### config.mk
export PLATFORM = sky130hd
export DESIGN_NAME = mem_loader
export DESIGN_NICKNAME = d
export VERILOG_FILES = /design/src/rtl/mem_loader.sv
export SDC_FILE = /design/constraint.sdc
export NUM_CORES = 1
export LEC_CHECK = 0
export ABC_AREA = 1
export CAP_MARGIN = 15
export CELL_PAD_IN_SITES_DETAIL_PLACEMENT = 0
export CELL_PAD_IN_SITES_GLOBAL_PLACEMENT = 2
export CORE_ASPECT_RATIO = 1.4
export CORE_UTILIZATION = 34
export CTS_CLUSTER_SIZE = 14
export DETAILED_ROUTE_END_ITERATION = 10
export PLACE_DENSITY_LB_ADDON = 0.25
export SLEW_MARGIN = 10
export SYNTH_ARGS = -nofsm -noshare
export SYNTH_HDL_FRONTEND = slang
export SYNTH_SLANG_ARGS = --single-unit
### constraint.sdc
create_clock -name clk -period 2.9 [get_ports clk]
set_input_delay 0.435 -clock clk [delete_from_list [all_inputs] [get_ports clk]]
set_output_delay 0.435 -clock clk [all_outputs]
set_load 0.02 [all_outputs]
### src/rtl/mem_loader.sv
// Byte-stream memory loader: parses host command bytes and writes 16-bit
// words into an instruction or data memory, then controls CPU enable/start.
module mem_loader #(
    parameter int unsigned ADDR_W   = 8,
    parameter int unsigned DATA_W   = 16,
    parameter logic [7:0]  HDR_I    = 8'hA5,
    parameter logic [7:0]  HDR_D    = 8'h5A,
    parameter logic [7:0]  HDR_GO   = 8'hC3,
    parameter logic [7:0]  HDR_STOP = 8'h3C
) (
    input  logic              clk,
    input  logic              rst,
    input  logic [7:0]        in_byte,
    input  logic              in_valid,
    output logic              in_ready,
    output logic              i_we,
    output logic              d_we,
    output logic [ADDR_W-1:0] mem_addr,
    output logic [DATA_W-1:0] mem_wdata,
    output logic              cpu_enable,
    output logic              cpu_start,
    output logic              busy,
    output logic              err
);

    typedef enum logic [2:0] {
        IDLE,
        ADDR,
        CNT,
        HI,
        LO,
        WR,
        GO
    } state_t;

    state_t            state;
    logic [ADDR_W-1:0] addr_cnt;
    logic [7:0]        count;
    logic [7:0]        hi_byte;
    logic              target_i;
    logic              accept;

    // Handshake and busy are decoded straight from the state register
    always_comb begin
        in_ready = (state != WR) && (state != GO);
        busy     = (state != IDLE);
        accept   = in_valid && in_ready;
    end

    // Command parser, word assembler and write/start sequencing.
    // mem_addr/mem_wdata are loaded only on entry to WR so they stay
    // stable through the strobe and hold their value everywhere else.
    always_ff @(posedge clk or posedge rst) begin
        if (rst) begin
            state      <= IDLE;
            addr_cnt   <= '0;
            count      <= '0;
            hi_byte    <= '0;
            target_i   <= 1'b0;
            i_we       <= 1'b0;
            d_we       <= 1'b0;
            mem_addr   <= '0;
            mem_wdata  <= '0;
            cpu_enable <= 1'b0;
            cpu_start  <= 1'b0;
            err        <= 1'b0;
        end else begin
            case (state)
                IDLE: begin
                    if (accept) begin
                        if (in_byte == HDR_I) begin
                            target_i <= 1'b1;
                            state    <= ADDR;
                        end else if (in_byte == HDR_D) begin
                            target_i <= 1'b0;
                            state    <= ADDR;
                        end else if (in_byte == HDR_GO) begin
                            cpu_start  <= 1'b1;
                            cpu_enable <= 1'b1;
                            state      <= GO;
                        end else if (in_byte == HDR_STOP) begin
                            cpu_enable <= 1'b0;
                        end else begin
                            err <= 1'b1;
                        end
                    end
                end
                ADDR: begin
                    if (accept) begin
                        addr_cnt <= ADDR_W'(in_byte);
                        state    <= CNT;
                    end
                end
                CNT: begin
                    if (accept) begin
                        count <= in_byte;
                        state <= (in_byte == 8'd0) ? IDLE : HI;
                    end
                end
                HI: begin
                    if (accept) begin
                        hi_byte <= in_byte;
                        state   <= LO;
                    end
                end
                LO: begin
                    if (accept) begin
                        mem_addr  <= addr_cnt;
                        mem_wdata <= DATA_W'({hi_byte, in_byte});
                        i_we      <= target_i;
                        d_we      <= ~target_i;
                        state     <= WR;
                    end
                end
                WR: begin
                    i_we     <= 1'b0;
                    d_we     <= 1'b0;
                    addr_cnt <= addr_cnt + ADDR_W'(1);
                    count    <= count - 8'd1;
                    state    <= (count == 8'd1) ? IDLE : HI;
                end
                GO: begin
                    cpu_start <= 1'b0;
                    state     <= IDLE;
                end
                default: state <= IDLE;
            endcase
        end
    end

endmodule
==> results.toml <==
[clocking]
cts_root_buf = "clkbuf_8"
clk_pin_slew_ps = 60
cts_hold_buf = 0
cts_made_buffers = 9
cts.sinks = 57
cts_tree = "built"
cts_buffer_depth = 2
cts_setup_buffers = 0
cts_resized = 0
htreeDepth = 3
worstSkewPairLatency_ps = 340

[power]
leakagePower_nw = 1.694
switching_share_pct = 39.15
comb_power_share_pct = 44.3
clkPwrFrac_pct = 17.5
power_frac_seq_pct = 38.2
max-vdd-ir-drop_mv = 0.4235
p_int_mw = 2.236
power.switching_mw = 1.438
p_per_area_nw_per_um2 = 1052

[setup_path]
crit_type = "reg2out"
crit_path_end_kind = "output pin"
cpPeakStageDelay_ps = 590
path_cells = "inv_1 > nand3_1 > nand2_1 > inv_1 > clkdlybuf4s50_1"
critPathRequiredTime_ps = 2470
cp.arrival_ps = 1880
crit_fanout = 8
cpMostUsedCell = "inv_1"
worst-path-buf-inv = 3
critPathTopFamily = "buffers and inverters"
cp-start-kind = "flip-flop"
slowest_stage = "clkdlybuf4s50_1"

[layout]
instances_no_fill = 487
finalInstanceArea_um2 = 3493
finalNetCount = 398
fillers = 801
area_growth_pct = 23.81
final_common_cell = "nand2_1"
final_cell_mix = "93 x nand2_1, 57 x dfrtp_1, 41 x clkdlybuf4s50_1, 35 x inv_1, 34 x o21ai_0"
drive_above_1_share_pct = 8.269
diodes = 0

[timing]
clock_skew_ps = 7.963
min_period_ps = 2315
finalSetupViolCount = 0
rsz0062_at_grt = "false"
period_share_pct = 79.83
hold_slack_ps = 479.2
worst_pin_slew_ps = 767.1
setup_ws_ps = 585.0
drv_slew = 0
hold_violations = 0
slew-limit-headroom_pct = 48.68
fmax_mhz = 432.0
tns_ps = 0

[grt]
busiest_layer = "met2"
grt_overflow = 0
grt_util_met2_pct = 29.50
grtUsageMet3_pct = 3.900
grt_first_pass_wirelength_mm = 11.32
use_met1_pct = 21.57
grt_usage_pct = 17.79
grt_pass1_vias = 2218
grt_antenna_before_repair = 0
grt_max_degree = 39

[placed_design]
placed_cell_area_um2 = 3331
dp_hpwl_mm = 5.219
gp_congestion = 0.8508
place_ws_ps = 707.6
placed_cells = 473
io_buffers = 41

[floorplan]
die_x_um = 78.99
core.rowCount = 38
die-area_um2 = 8672
core-area_um2 = 7893
die_h_um = 109.8
initial_core_util_pct = 35.75
io_pins = 42

[drt]
drc = 0
via_per_inst = 4.770
vias = 2323
drt-pass1-iter-count = 6
ant_nets = 0
routedWlPerCell_um = 14.45
wl_mm = 7.036
drt_iter0_markers = 119

[yosys]
yosys_warnings = 0
netlist_instances = 339
synth_ff_type = "dfrtp_1"
ys_types = 28
synth-seq-area-share_pct = 50.55
yosys_register_bits = 57
synth_edf_count = 0
synth-async-reset-ratio_pct = 100.0
synth_fp_nets = 353
netlist_area_um2 = 2821
synth_area_per_cell_um2 = 8.323

[run_status]
outcome = "complete, no violations"

[flow_run]
max-cap-violations = 0

[worst_hold_path]
hold_path.class = "reg2reg"
==> Yosys cell counts (3+ instances only) <==
| library cell | number | area [um2] |
|---|---|---|
| a21oi_1 | 8 | 40.04 |
| clkbuf_1 | 5 | 18.77 |
| dfrtp_1 | 57 | 1426 |
| ha_1 | 3 | 37.54 |
| inv_1 | 36 | 135.1 |
| mux2_4 | 9 | 135.1 |
| nand2_1 | 93 | 349.1 |
| nand3_1 | 28 | 140.1 |
| nand4_1 | 3 | 18.77 |
| nor2_1 | 33 | 123.9 |
| o211ai_1 | 5 | 37.54 |
| o21ai_0 | 34 | 170.2 |
| xor2_1 | 3 | 26.28 |
==> flip-flops by register name (all words and copies together) (netlist names) <==
name,flops
state,3
cpu_start,1
addr_cnt,8
i_we,1
d_we,1
mem_addr,8
count,8
cpu_enable,1
mem_wdata,16
hi_byte,8
target_i,1
err,1
==> worst register-to-register path: cells and delay by family, from the launching register on <==
family                 cells  cell delay [ps]
multiplexers               1              490
AND/OR/NAND/NOR            3              760
flip-flops                 1              470
buffers and inverters      1               70
==> final cells by class <==
type | instances | area (um2) | area share (%)
inverter | 38 | 142.6 | 4.083
multi-input combinational | 234 | 1191 | 34.10
clock buffer | 14 | 162.7 | 4.656
tap | 100 | 125.1 | 3.582
sequential | 57 | 1426 | 40.83
timing repair buffer | 44 | 445.4 | 12.75
==> logic make-up after synthesis <==
family	after synthesis	synth area share, %
compound gates	56	11.00
xor+xnor	4	1.242
fa+ha+maj	3	1.331
buf+inv	48	7.228
flops	57	50.55
mux	10	5.188
simple gates	161	23.46
==> power by group through the flow <==
stage / Sequential (mW) / Clock (mW) / Combinational, mW
2_1_floorplan: 1.58 / 0 / 0.866
3_3_place_gp: 1.42 / 0 / 1.64
3_5_place_dp: 1.42 / 0 / 1.64
4_1_cts: 1.40 / 0.665 / 1.65
5_1_grt: 1.46 / 0.702 / 1.81
6_report: 1.40 / 0.642 / 1.63
==> metrics by stage <==
stage                     utilization [%]  power (mW)
after floorplan                         -       2.441
after global placement              42.20       3.051
after detailed placement            42.20       3.060
after CTS                           44.26       3.718
after global routing                44.26       3.969
final                               44.26       3.674
==> metal layers <==
layer | wire, um | part of all wire [%]
met3 | 246 | 3.5
met5 | 0 | 0
met4 | 157 | 2.2
met2 | 3406 | 48
met1 | 3225 | 46
==> worst paths after layout <==
kind	to	slack, ps	cells past startpoint	start
max in group asynchronous	mem_addr[2]	1810	3	rst
worst min register to register	mem_wdata[6]	480	2	mem_wdata[6]
worst max register to register	mem_wdata[10]	1000	5	state[1]
worst max-delay path	in_ready	580	5	state[0]
min in group asynchronous	state[2]	500	2	rst
worst min-delay path	mem_wdata[6]	480	2	mem_wdata[6]
No activity file was read; power rests on OpenSTA's default activity.
